$ cat config.mk
export PLATFORM = sky130hd
export DESIGN_NAME = uart_frame_parser_flat
export DESIGN_NICKNAME = d
export VERILOG_FILES = /design/src/rtl/uart_pkg.sv /design/src/rtl/uart_frame_parser_if.sv /design/src/rtl/uart_frame_buf.sv /design/src/rtl/uart_frame_parser.sv /design/src/flat_wrapper.sv
export SDC_FILE = /design/constraint.sdc
export NUM_CORES = 1
export LEC_CHECK = 0
export CORE_ASPECT_RATIO = 0.8
export CORE_MARGIN = 4
export CORE_UTILIZATION = 35
export DETAILED_ROUTE_END_ITERATION = 8
export MAX_ROUTING_LAYER = met4
export PLACE_DENSITY = 0.58
export SLEW_MARGIN = 30
export SYNTH_ARGS = -nofsm -noshare
export SYNTH_HDL_FRONTEND = slang
export SYNTH_SLANG_ARGS = --single-unit
$ cat constraint.sdc
create_clock -name clk -period 4.9 [get_ports clk]
set_input_delay 1.225 -clock clk [delete_from_list [all_inputs] [get_ports clk]]
set_output_delay 1.225 -clock clk [all_outputs]
set_load 0.05 [all_outputs]
$ cat src/rtl/uart_pkg.sv
// rtl/uart_pkg.sv - shared types and constants for the UART frame parser
// Purpose: parser state enum, default sync marker, UART bit time, and the
//          frame-length width helper used by the parser, its interface and bench.
// Ports:   none (package)
package uart_pkg;

    typedef enum logic [2:0] {
        ST_IDLE = 3'd0,
        ST_LEN  = 3'd1,
        ST_PAY  = 3'd2,
        ST_CHK  = 3'd3,
        ST_HOLD = 3'd4
    } parser_state_e;

    localparam logic [7:0] SYNC_BYTE_DEFAULT = 8'hAA;

    // clk cycles per UART bit at the nominal baud rate
    localparam int UART_BIT_CYC = 434;

    // Width needed to hold a length value in 0..max_len
    function automatic int len_width(input int max_len);
        return $clog2(max_len + 1);
    endfunction

endpackage

$ cat src/rtl/uart_frame_parser_if.sv
// rtl/uart_frame_parser_if.sv - byte input, consumer read port and status of the frame parser
// Purpose: bundles the receiver byte strobe, the consumer ack/read port and the
//          parser status pulses/levels.
// Ports:   master = receiver/consumer side (drives byte_valid, byte_data,
//          frame_ack, rd_addr); slave = parser (drives rd_data, frame_len,
//          frame_ready, frame_valid, frame_err, drop).
interface uart_frame_parser_if #(
    parameter int MAX_LEN = 16
);
    import uart_pkg::*;

    localparam int AW = (MAX_LEN > 1) ? $clog2(MAX_LEN) : 1;
    localparam int LW = len_width(MAX_LEN);

    logic          byte_valid;
    logic [7:0]    byte_data;
    logic          frame_ack;
    logic [AW-1:0] rd_addr;
    logic [7:0]    rd_data;
    logic [LW-1:0] frame_len;
    logic          frame_ready;
    logic          frame_valid;
    logic          frame_err;
    logic          drop;

    modport master (
        output byte_valid, byte_data, frame_ack, rd_addr,
        input  rd_data, frame_len, frame_ready, frame_valid, frame_err, drop
    );

    modport slave (
        input  byte_valid, byte_data, frame_ack, rd_addr,
        output rd_data, frame_len, frame_ready, frame_valid, frame_err, drop
    );

endinterface

$ cat src/rtl/uart_frame_buf.sv
// rtl/uart_frame_buf.sv - payload storage with one write port and a registered read port
// Purpose: DEPTH x 8 payload buffer; contents are not reset, only the read register is.
// Ports:   clk_i, rst_i (async, active-high), we_i/waddr_i/wdata_i write port,
//          raddr_i read address, rdata_o registered read data (1-cycle latency).
module uart_frame_buf #(
    parameter int DEPTH = 16,
    parameter int AW    = 4
) (
    input  logic          clk_i,
    input  logic          rst_i,
    input  logic          we_i,
    input  logic [AW-1:0] waddr_i,
    input  logic [7:0]    wdata_i,
    input  logic [AW-1:0] raddr_i,
    output logic [7:0]    rdata_o
);

    logic [7:0] mem_q [DEPTH];
    logic [7:0] rdata_q;

    always_ff @(posedge clk_i) begin
        if (we_i) begin
            mem_q[waddr_i] <= wdata_i;
        end
    end

    always_ff @(posedge clk_i or posedge rst_i) begin
        if (rst_i) begin
            rdata_q <= '0;
        end else begin
            rdata_q <= mem_q[raddr_i];
        end
    end

    assign rdata_o = rdata_q;

endmodule

$ cat src/rtl/uart_frame_parser.sv
// rtl/uart_frame_parser.sv - assembles SYNC/LEN/payload/CHK frames from a UART byte stream
// Purpose: validates frames (CHK = XOR of LEN and payload), holds a good payload
//          until acknowledged and serves it through a registered read port.
// Ports:   clk, rst (async, active-high), bus (uart_frame_parser_if.slave).
// Config:  UART_FRAME_TIMEOUT_EN - when defined, an inter-byte idle counter aborts
//          partial frames after TIMEOUT_CYC cycles; otherwise partial frames wait forever.
module uart_frame_parser
    import uart_pkg::*;
#(
    parameter int         MAX_LEN     = 16,
    parameter logic [7:0] SYNC_BYTE   = SYNC_BYTE_DEFAULT,
    parameter int         TIMEOUT_CYC = 20 * UART_BIT_CYC
) (
    input logic              clk,
    input logic              rst,
    uart_frame_parser_if.slave bus
);

    localparam int         AW        = (MAX_LEN > 1) ? $clog2(MAX_LEN) : 1;
    localparam int         LW        = len_width(MAX_LEN);
    localparam logic [7:0] MAX_LEN_B = 8'(MAX_LEN);

    parser_state_e state_q;
    logic [LW-1:0] len_q;
    logic [7:0]    chk_q;
    logic [AW-1:0] idx_q;
    logic [LW-1:0] frame_len_q;
    logic          frame_ready_q;
    logic          frame_valid_q;
    logic          frame_err_q;
    logic          drop_q;
    logic          timeout_hit;
    logic          in_frame;
    logic          last_pay;
    logic          buf_we;

    assign in_frame = (state_q == ST_LEN) || (state_q == ST_PAY) || (state_q == ST_CHK);
    assign last_pay = (LW'(idx_q) == (len_q - LW'(1)));
    // The buffer only changes while collecting payload, so it is stable in HOLD.
    assign buf_we   = (state_q == ST_PAY) && bus.byte_valid;

`ifdef UART_FRAME_TIMEOUT_EN
    localparam int CW = $clog2(TIMEOUT_CYC);

    logic [CW-1:0] tmo_cnt_q;
    logic [CW-1:0] tmo_cnt_d;

    assign timeout_hit = in_frame && !bus.byte_valid && (tmo_cnt_q == CW'(TIMEOUT_CYC - 1));

    // Counts idle cycles only inside a partial frame; any byte or leaving the
    // frame states restarts it.
    always_comb begin
        tmo_cnt_d = tmo_cnt_q + 1'b1;
        if (bus.byte_valid || !in_frame || timeout_hit) begin
            tmo_cnt_d = '0;
        end
    end

    always_ff @(posedge clk or posedge rst) begin
        if (rst) begin
            tmo_cnt_q <= '0;
        end else begin
            tmo_cnt_q <= tmo_cnt_d;
        end
    end
`else
    assign timeout_hit = 1'b0;
`endif

    always_ff @(posedge clk or posedge rst) begin
        if (rst) begin
            state_q       <= ST_IDLE;
            len_q         <= '0;
            chk_q         <= '0;
            idx_q         <= '0;
            frame_len_q   <= '0;
            frame_ready_q <= 1'b0;
            frame_valid_q <= 1'b0;
            frame_err_q   <= 1'b0;
            drop_q        <= 1'b0;
        end else begin
            frame_valid_q <= 1'b0;
            frame_err_q   <= 1'b0;
            drop_q        <= 1'b0;
            case (state_q)
                ST_IDLE: begin
                    if (bus.byte_valid && (bus.byte_data == SYNC_BYTE)) begin
                        state_q <= ST_LEN;
                    end
                end
                ST_LEN: begin
                    if (bus.byte_valid) begin
                        if ((bus.byte_data == 8'd0) || (bus.byte_data > MAX_LEN_B)) begin
                            frame_err_q <= 1'b1;
                            state_q     <= ST_IDLE;
                        end else begin
                            len_q   <= LW'(bus.byte_data);
                            chk_q   <= bus.byte_data;
                            idx_q   <= '0;
                            state_q <= ST_PAY;
                        end
                    end else if (timeout_hit) begin
                        frame_err_q <= 1'b1;
                        state_q     <= ST_IDLE;
                    end
                end
                ST_PAY: begin
                    if (bus.byte_valid) begin
                        chk_q <= chk_q ^ bus.byte_data;
                        idx_q <= idx_q + 1'b1;
                        if (last_pay) begin
                            state_q <= ST_CHK;
                        end
                    end else if (timeout_hit) begin
                        frame_err_q <= 1'b1;
                        state_q     <= ST_IDLE;
                    end
                end
                ST_CHK: begin
                    if (bus.byte_valid) begin
                        if (bus.byte_data == chk_q) begin
                            frame_valid_q <= 1'b1;
                            frame_len_q   <= len_q;
                            frame_ready_q <= 1'b1;
                            state_q       <= ST_HOLD;
                        end else begin
                            frame_err_q <= 1'b1;
                            state_q     <= ST_IDLE;
                        end
                    end else if (timeout_hit) begin
                        frame_err_q <= 1'b1;
                        state_q     <= ST_IDLE;
                    end
                end
                ST_HOLD: begin
                    // A byte arriving with the ack is still dropped, never parsed.
                    if (bus.byte_valid) begin
                        drop_q <= 1'b1;
                    end
                    if (bus.frame_ack) begin
                        frame_ready_q <= 1'b0;
                        state_q       <= ST_IDLE;
                    end
                end
                default: begin
                    state_q <= ST_IDLE;
                end
            endcase
        end
    end

    uart_frame_buf #(
        .DEPTH (MAX_LEN),
        .AW    (AW)
    ) u_buf (
        .clk_i   (clk),
        .rst_i   (rst),
        .we_i    (buf_we),
        .waddr_i (idx_q),
        .wdata_i (bus.byte_data),
        .raddr_i (bus.rd_addr),
        .rdata_o (bus.rd_data)
    );

    assign bus.frame_len   = frame_len_q;
    assign bus.frame_ready = frame_ready_q;
    assign bus.frame_valid = frame_valid_q;
    assign bus.frame_err   = frame_err_q;
    assign bus.drop        = drop_q;

endmodule
$ cat src/flat_wrapper.sv
// flat-port wrapper written by rule: the top's interface ports become plain ports
module uart_frame_parser_flat import uart_pkg::*;
#(
    parameter int         MAX_LEN     = 16,
    parameter logic [7:0] SYNC_BYTE   = SYNC_BYTE_DEFAULT,
    parameter int         TIMEOUT_CYC = 20 * UART_BIT_CYC
)
  (clk, rst, bus_byte_valid, bus_byte_data, bus_frame_ack, bus_rd_addr, bus_rd_data, bus_frame_len, bus_frame_ready, bus_frame_valid, bus_frame_err, bus_drop);
  uart_frame_parser_if #(.MAX_LEN(MAX_LEN)) bus_i ();
  input logic clk;
  input logic rst;
  input wire logic [$bits(bus_i.byte_valid)-1:0] bus_byte_valid;
  input wire logic [$bits(bus_i.byte_data)-1:0] bus_byte_data;
  input wire logic [$bits(bus_i.frame_ack)-1:0] bus_frame_ack;
  input wire logic [$bits(bus_i.rd_addr)-1:0] bus_rd_addr;
  output wire logic [$bits(bus_i.rd_data)-1:0] bus_rd_data;
  output wire logic [$bits(bus_i.frame_len)-1:0] bus_frame_len;
  output wire logic [$bits(bus_i.frame_ready)-1:0] bus_frame_ready;
  output wire logic [$bits(bus_i.frame_valid)-1:0] bus_frame_valid;
  output wire logic [$bits(bus_i.frame_err)-1:0] bus_frame_err;
  output wire logic [$bits(bus_i.drop)-1:0] bus_drop;
  assign bus_i.byte_valid = bus_byte_valid;
  assign bus_i.byte_data = bus_byte_data;
  assign bus_i.frame_ack = bus_frame_ack;
  assign bus_i.rd_addr = bus_rd_addr;
  assign bus_rd_data = bus_i.rd_data;
  assign bus_frame_len = bus_i.frame_len;
  assign bus_frame_ready = bus_i.frame_ready;
  assign bus_frame_valid = bus_i.frame_valid;
  assign bus_frame_err = bus_i.frame_err;
  assign bus_drop = bus_i.drop;
  uart_frame_parser #(.MAX_LEN(MAX_LEN), .SYNC_BYTE(SYNC_BYTE), .TIMEOUT_CYC(TIMEOUT_CYC)) u_core (.clk(clk), .rst(rst), .bus(bus_i));
endmodule
==> flow_summary.json <==
{
  "root_buffer": "clkbuf_16",
  "cp-end-kind": "flop",
  "layout_commonest_cell": "edfxtp_1",
  "cts_tree": "built",
  "postCtsResizedCells": 0,
  "start_kind": "input port",
  "tightest_slew_ns": 0.8588,
  "ir_worst_vdd_mv": 0.2377,
  "hold_buffers": 0,
  "p_per_area_nw_per_um2": 435.8,
  "rows": 45,
  "htree_levels": 4,
  "synth_compound_area_share_pct": 3.196,
  "fillCellCount": 1651,
  "final_cell_mix": "128 x edfxtp_1, 40 x mux4_2, 37 x dfrtp_1, 31 x clkdlybuf4s50_1",
  "synth_fp_nets": 390,
  "syn_to_final_growth_pct": 16.80,
  "setup_tns_ns": 0,
  "cp.required_ns": 4.96,
  "drive_gt1_share_pct": 24.59,
  "cts-buffers-inserted": 17,
  "clock-sinks": 165,
  "track_usage_pct": 15.24,
  "die_w_um": 164.4,
  "ios": 33,
  "finalHoldViolations": 0,
  "grt_pass1_vias": 3609,
  "vias": 3537,
  "grt_pass1_wl_um": 23250,
  "maxCapViolCount": 0,
  "worst-path-max-fanout": 21,
  "slew_viol_final": 0,
  "synthMuxAreaShare_pct": 15.07,
  "io_buffer_count": 32,
  "min_period_ns": 3.361,
  "gp_congestion": 0.7948,
  "synth.cell_area_um2": 6850,
  "dieArea_um2": 21890,
  "antenna_left": 0,
  "whs_ns": 0.5110,
  "synthArstFlopShare_pct": 22.42,
  "avgRoutedWirePerCell_um": 22.34,
  "fin_crit_sh_pct": 68.59,
  "fin_nets": 435,
  "yosysWarnings": 0,
  "synth_xor_area_share_pct": 2.521,
  "drtPass1Iterations": 5,
  "rsz0062_at_grt": "false",
  "ys_types": 46,
  "synth_cells": 369,
  "arrival_ns": 3.42,
  "clk_latency_ns": 0.42,
  "final_area_um2": 8001,
  "synth_top_family_by_area": "multiplexers",
  "drtIter0Drc": 337,
  "finClkSkew_ns": 0.01075,
  "synthSimpleGateAreaFrac_pct": 5.863,
  "p_leak_nw": 2.747,
  "coreArea_um2": 19090,
  "cts.path.max_buffers": 2,
  "antenna_cells": 0,
  "ys_ff_latch": 165,
  "antenna_found_initial": 1,
  "slew_headroom_pct": 42.54,
  "synth-edff-count": 128,
  "overflow": 0,
  "dpl.hpwl_um": 10060,
  "grt_max_degree": 38,
  "synth_ff_type": "edfxtp_1",
  "hp-class": "reg -> reg",
  "cts_setup_buffers": 0,
  "cts.clk_slew.worst_paths_ns": 0.06,
  "wirelength_um": 15300,
  "place_area_um2": 7468,
  "start_util_pct": 35.89,
  "viasPerCell": 5.164,
  "synthAdderAreaFrac_pct": 0.9132,
  "ys_seq_area_share_pct": 69.63,
  "fmax_mhz": 297.6,
  "status": "complete, no violations",
  "setup_violations": 0,
  "crit_type": "in -> reg",
  "syn_avg_cell_area_um2": 18.56,
  "die_h_um": 133.1,
  "drc": 0
}
-- metrics by stage --
stage	instances	power [mW]	setup slack (ns)	util [%]
after floorplan	369	2.141	1.981	-
after global placement	653	2.306	1.189	39.13
after detailed placement	653	2.312	1.144	39.13
after CTS	685	3.508	1.589	41.88
after global routing	685	3.637	1.372	41.92
final	685	3.487	1.539	41.92
-- power by group --
group	leakage (nW)	switching (mW)	internal [mW]
clock	0.258	0.523	0.674
combinational	0.871	0.289	0.266
sequential	1.62	0.133	1.60
-- layout make-up --
cell class	count	area, um^2	share of cell area, %
inverters	12	45.04	0.5629
well taps	258	322.8	4.034
clock buffers	24	471.7	5.895
multi-input cells	169	1896	23.69
repair buffers	49	442.9	5.536
flip-flops and latches	165	4770	59.61
clock inverters	8	53.80	0.6724
-- cell usage after synthesis (3+ instances only) --
library cell / number / area share [%]
edfxtp_1: 128 / 56
mux4_2: 40 / 13
dfrtp_1: 37 / 14
nand2_1: 15 / 0.82
inv_1: 12 / 0.66
xnor2_1: 12 / 1.5
nor2_1: 9 / 0.49
buf_2: 7 / 0.51
nor2b_1: 7 / 0.64
nor3_1: 6 / 0.44
a221o_1: 5 / 0.73
and3_1: 5 / 0.46
buf_1: 5 / 0.27
buf_6: 5 / 0.82
ha_1: 5 / 0.91
mux2_2: 5 / 0.82
mux2_4: 5 / 1.1
o21ai_0: 5 / 0.37
o311a_1: 5 / 0.73
and2_1: 4 / 0.37
buf_4: 4 / 0.44
nor4_1: 4 / 0.37
xor2_1: 4 / 0.51
a21oi_1: 3 / 0.22
nand3_1: 3 / 0.22
o311ai_0: 3 / 0.38
-- worst max-delay path: stages --
cell and delay [ns]:
clkdlybuf4s50_1 0.60, and4bb_2 0.57, nor2b_1 0.29, nor2b_1 0.23
and2_1 0.49
-- flip-flops by register name (all words and copies together) (netlist names) --
signal                  cells
u_core.u_buf.mem_q        128
u_core.chk_q                8
u_core.u_buf.rdata_o        8
u_core.bus.frame_len        5
u_core.len_q                5
u_core.idx_q                4
u_core.state_q              3
u_core.bus.drop             1
u_core.bus.frame_err        1
u_core.bus.frame_ready      1
u_core.bus.frame_valid      1
-- final timing paths --
| check | end | from | cells past startpoint | slack (ns) |
|---|---|---|---|---|
| max | u_core.u_buf.mem_q[2][5] | bus_byte_valid | 5 | 1.54 |
| min | u_core.chk_q[5] | u_core.chk_q[5] | 1 | 0.51 |
| max reg2reg | u_core.u_buf.mem_q[2][5] | u_core.state_q[2] | 4 | 2.38 |
| min reg2reg | u_core.chk_q[5] | u_core.chk_q[5] | 1 | 0.51 |
| max in group asynchronous | u_core.idx_q[0] | rst | 3 | 3.31 |
| min in group asynchronous | u_core.len_q[1] | rst | 3 | 1.23 |
-- routing by layer --
metal	up-vias	wire length (um)	part of all wire (%)	GRT usage, %
li1	1548	-	-	-
met3	6	820	5.4	4.856
met1	1879	7278	48	21.70
met4	0	130	0.85	3.141
met2	104	7072	46	21.73
met5	-	0	0	-
-- cell families after synthesis --
logic type / after synthesis
compound gates: 28
xor+xnor: 18
fa+ha+maj: 5
buf+inv: 35
flops: 165
mux: 50
simple gates: 68
Power figures use the tool's default switching activity.
